## src/rtl/clock_enable_divider_bank_pkg.sv

```systemverilog
// clock_enable_divider_bank_pkg: shared ratio limits and defaults for the divider bank
package clock_enable_divider_bank_pkg;
  localparam int DIV_MIN = 2;
  localparam int DEFAULT_TOUCH_DIV = 32;
  localparam int SYS_CLK_HZ = 63_000_000;
  function automatic int clamp_div(input int v);
    return v < DIV_MIN ? DIV_MIN : v;
  endfunction
endpackage

```

## src/rtl/clock_enable_divider_bank_channel.sv

```systemverilog
// clock_enable_channel: one clock-enable generator with a runtime ratio applied at period boundaries
module clock_enable_channel
  import clock_enable_divider_bank_pkg::*;
#(
  parameter int DIV_W = 8,
  parameter logic [DIV_W-1:0] RESET_DIV = DIV_W'(DEFAULT_TOUCH_DIV)
) (
  input  logic             system_clock,
  input  logic             reset_n,
  input  logic             enable,
  input  logic             load,
  input  logic [DIV_W-1:0] value,
  output logic             tick,
  output logic             square,
  output logic             pending
);
  logic [DIV_W-1:0] count, active_div, pending_div;
  logic wrap, apply;
  assign wrap = count == active_div - DIV_W'(1);
  // a stopped channel has no period in flight, so a pending ratio can land at once
  assign apply = pending && (!enable || wrap);
  always_ff @(posedge system_clock) begin
    if (!reset_n) begin
      count <= '0;
      active_div <= RESET_DIV;
      pending_div <= RESET_DIV;
      pending <= 1'b0;
      tick <= 1'b0;
      square <= 1'b0;
    end else begin
      count <= enable && !wrap ? count + DIV_W'(1) : '0;
      tick <= enable && wrap;
      square <= enable && count < (active_div >> 1);
      if (apply) active_div <= pending_div;
      if (load) pending_div <= value;
      pending <= load || (pending && !apply);
    end
  end
endmodule

```

## src/rtl/clock_enable_divider_bank.sv

```systemverilog
// clock_enable_divider_bank: bank of independent clock-enable channels sharing one ratio load port
module clock_enable_divider_bank
  import clock_enable_divider_bank_pkg::*;
#(
  parameter int NUM_CH = 2,
  parameter int DIV_W = 8,
  parameter int DEFAULT_DIV = DEFAULT_TOUCH_DIV,
  localparam int CH_W = NUM_CH > 1 ? $clog2(NUM_CH) : 1
) (
  input  logic              system_clock,
  input  logic              reset_n,
  input  logic [NUM_CH-1:0] ch_enable,
  input  logic              div_load,
  input  logic [CH_W-1:0]   div_ch,
  input  logic [DIV_W-1:0]  div_value,
  output logic              div_ack,
  output logic [NUM_CH-1:0] div_pending,
  output logic [NUM_CH-1:0] tick,
  output logic [NUM_CH-1:0] square
);
  localparam logic [DIV_W-1:0] RESET_DIV = DIV_W'(clamp_div(DEFAULT_DIV));
  logic [DIV_W-1:0] value_c;
  logic in_range;
  assign value_c = div_value < DIV_W'(DIV_MIN) ? DIV_W'(DIV_MIN) : div_value;
  assign in_range = int'(div_ch) < NUM_CH;
  always_ff @(posedge system_clock) div_ack <= reset_n && div_load && in_range;
  for (genvar i = 0; i < NUM_CH; i++) begin : g_ch
    clock_enable_channel #(.DIV_W(DIV_W), .RESET_DIV(RESET_DIV)) u_ch (
      .system_clock(system_clock),
      .reset_n(reset_n),
      .enable(ch_enable[i]),
      .load(div_load && div_ch == CH_W'(i)),
      .value(value_c),
      .tick(tick[i]),
      .square(square[i]),
      .pending(div_pending[i])
    );
  end
endmodule

```

## config.mk

```make
export PLATFORM = sky130hd
export DESIGN_NAME = clock_enable_divider_bank
export DESIGN_NICKNAME = d
export VERILOG_FILES = /design/src/rtl/clock_enable_divider_bank_pkg.sv /design/src/rtl/clock_enable_divider_bank_channel.sv /design/src/rtl/clock_enable_divider_bank.sv
export SDC_FILE = /design/constraint.sdc
export NUM_CORES = 1
export LEC_CHECK = 0
export ABC_AREA = 1
export BUFFER_PORTS_ARGS = -buffer_cell sky130_fd_sc_hd__buf_2
export CORE_ASPECT_RATIO = 2
export CORE_UTILIZATION = 55
export DETAILED_ROUTE_END_ITERATION = 7
export PLACE_DENSITY_LB_ADDON = 0.1
export RECOVER_POWER = 25
export SLEW_MARGIN = 20
export SYNTH_ARGS = -nofsm -noshare
export SYNTH_HDL_FRONTEND = slang
export SYNTH_SLANG_ARGS = --single-unit
```

## constraint.sdc

```tcl
create_clock -name system_clock -period 2.51 [get_ports system_clock]
set_clock_uncertainty 0.15 [all_clocks]
set_input_delay 0.3765 -clock system_clock [delete_from_list [all_inputs] [get_ports system_clock]]
set_output_delay 0.3765 -clock system_clock [all_outputs]
set_load 0.03 [all_outputs]
```

==> metrics.cfg <==
[run_status]
run_status = complete, no violations

[sta]
setup_viol = 0
finalHoldViolCount = 0
hold_ws_ns = 0.131
rsz0062_at_grt = no
fin_crit_ns = 2.14
maxSlewViolCount = 0
timing.fmax_mhz = 467
worst_pin_slew_ns = 0.987
slew_headroom_pct = 34.2
fin_crit_sh_pct = 85.4
fin_setup_tns_ns = 0

[placement]
place_area_mm2 = 0.00317
dp_hpwl_um = 4990
gp_congestion = 0.784
port_buffers = 20

[grt]
grt_overflow_total = 0
track_usage_pct = 23.7
grt_first_pass_wirelength_um = 10300
grt_max_degree = 26
grt_pass1_vias = 2425
antenna_found_initial = 0

[logic_synthesis]
syn_avg_cell_area_um2 = 7.16
synth_edf_count = 0
ys_warn_count = 0
async_flop_share_pct = 0
synth_cell_type_count = 29
ys_ff_latch = 55
synth.top_cells.by_area = dfxtp_1, nand2_1, nand3_1
synth-main-ff-cell = dfxtp_1
synth_fp_nets = 462
synth_top_area_share_pct = 35.6
syn_inst = 432
synth_top_cell_by_area = dfxtp_1
synthTopCellsByCount = nand2_1, dfxtp_1, inv_1, nor2_1, nand3_1
synth-seq-area-share_pct = 35.6
syn_area_mm2 = 0.00309
yosysMostFrequentCell = nand2_1

[worst_setup_path]
r2r_end = g_ch[1].u_ch.active_div[3]
cp-start-kind = flop
critPathLaunch = g_ch[1].u_ch.active_div[0]
crit_path_end_kind = flop
r2r_start = g_ch[1].u_ch.active_div[0]
cp_max_fo = 16
cp.required_ns = 2.58
r2r_cells = 14
r2r_slack_ns = 0.37
critPathKind = flop to flop
cp.arrival_ns = 2.21

[routing]
route.detailed.drc = 0
routed_wl_um = 6200
vias = 2597
vias_per_cell = 5.12
wl_per_cell_um = 12.2
drt-initial-drc-count = 34
drt_first_pass_iters = 4
final_antenna_net_count = 0

[min_path]
min_path_type = input pin to flop
worstHoldPathCells = 3
hold_path_end = div_ack
holdCritStartpoint = div_load

[layout]
fin_util_pct = 60.2
areaGrowthSynthToFinish_pct = 5.50
fin_nets = 476
final_area_mm2 = 0.00326
diodes = 0
drive_gt1_share_pct = 15.0

[job]
cap_violations = 0

[floorplan]
io_pins = 21
fp-row-count = 38
floorplan.initialDensity_pct = 57.0
fp.coreArea_mm2 = 0.00542
fp.dieH_um = 108
die_w_um = 55.0
dieArea_mm2 = 0.00594

[clock_tree]
cts_tree = built
clk_latency_ns = 0.31
clk_pin_slew_worst_paths_ns = 0.10
htreeDepth = 2
cts_root_buffer = clkbuf_8
cts_buffers = 5
cts-hold-fix-buffers = 0
cts_buffer_depth = 2
postCtsSetupRepairBufs = 0
ctsResizeCount = 0
clock-sinks = 55

[power_and_ir_drop]
irDropWorstVdd_uv = 401
leakage_uw = 0.00151
p_per_area_mw_per_mm2 = 530
fin_total_pwr_uw = 1730

-- placed cells by master, fill, tap and decap left out --
cell type,synthesis,final
nand3b_1,1,1
clkbuf_8,0,6
nand4_1,3,3
inv_2,8,8
a21oi_1,26,26
nand3_1,44,44
inv_1,53,53
nand2_1,86,86
nor2_4,1,1
or3_1,2,2
nand3_2,3,3
nor4_1,1,1
nand2_4,3,3
clkinv_1,1,1
o21bai_1,1,1
clkinv_4,0,1
nand2_2,4,4
buf_2,1,18
nor3_1,3,3
xnor2_1,11,11
nor2_1,46,46
ha_1,16,16
xor2_1,9,9
o21ai_1,1,1
clkinvlp_4,0,1
nor2_2,8,8
clkbuf_1,7,4
o21ai_0,17,17
a21oi_2,12,12
dfxtp_1,55,55
buf_4,7,2
-- report_power, final --
group	switching, µW	internal, µW
clock	305	226
combinational	168	94.9
sequential	25.7	908
-- layer usage --
metal	vias to the layer above	GRT usage [%]	part of all wire (%)
li1	1383	-	-
met1	1189	19.7	34
met2	15	49.2	61
met3	10	3.09	1.3
met4	0	9.11	2.8
met5	-	0	0
-- sequential cells by signal (all words and copies together), names as in the netlist --
name	count
g_ch.u_ch.pending_div	16
div_ack	1
g_ch.u_ch.active_div	16
g_ch.u_ch.pending	2
g_ch.u_ch.count	16
g_ch.u_ch.tick	2
g_ch.u_ch.square	2
-- kinds of logic after synthesis --
kind of cell    count (synthesis)  share of synthesized area (%)
fa+ha+maj                      16                           6.48
flops                          55                           35.6
xor+xnor                       20                           5.67
compound gates                 57                           10.8
simple gates                  205                           29.9
buf+inv                        79                           11.5
-- stage by stage --
stage	std cells	worst slack, ns
finish	507	0.367
global route	507	0.105
CTS	507	0.395
detailed placement	499	0.410
global placement	499	0.439
floorplan	432	0.589
-- how the worst max path moves through the flow --
stage	to	slack [ns]	depth (start not counted)
2_1_floorplan	g_ch[0].u_ch.active_div[5]	0.59	15
3_3_place_gp	g_ch[1].u_ch.count[6]	0.44	12
3_5_place_dp	g_ch[1].u_ch.active_div[3]	0.41	14
4_1_cts	g_ch[1].u_ch.active_div[3]	0.40	14
5_1_grt	g_ch[1].u_ch.active_div[5]	0.11	14
6_report	g_ch[1].u_ch.active_div[3]	0.37	14
-- critical path, stage by stage (launching register included) --
cell     delay, ns
dfxtp_1       0.37
inv_1         0.11
ha_1          0.32
inv_1         0.06
nand2_1       0.05
nand2_1       0.08
nand2_1       0.06
nor2_1        0.11
nand3_1       0.09
nor2_2        0.11
nand2_2       0.11
nand2_4       0.20
nand3_1       0.11
nand2_1       0.08
nor2_1        0.05
-- area by class of cell --
| class | count | area [µm²] |
|---|---|---|
| Inverter | 62 | 233 |
| Clock buffer | 6 | 82.6 |
| Clock inverter | 2 | 16.3 |
| Tap cell | 60 | 75.1 |
| Sequential cell | 55 | 1100 |
| Fill cell | 533 | 2160 |
| Timing Repair Buffer | 24 | 120 |
| Multi-Input combinational cell | 298 | 1630 |
Power figures use the tool's default switching activity.
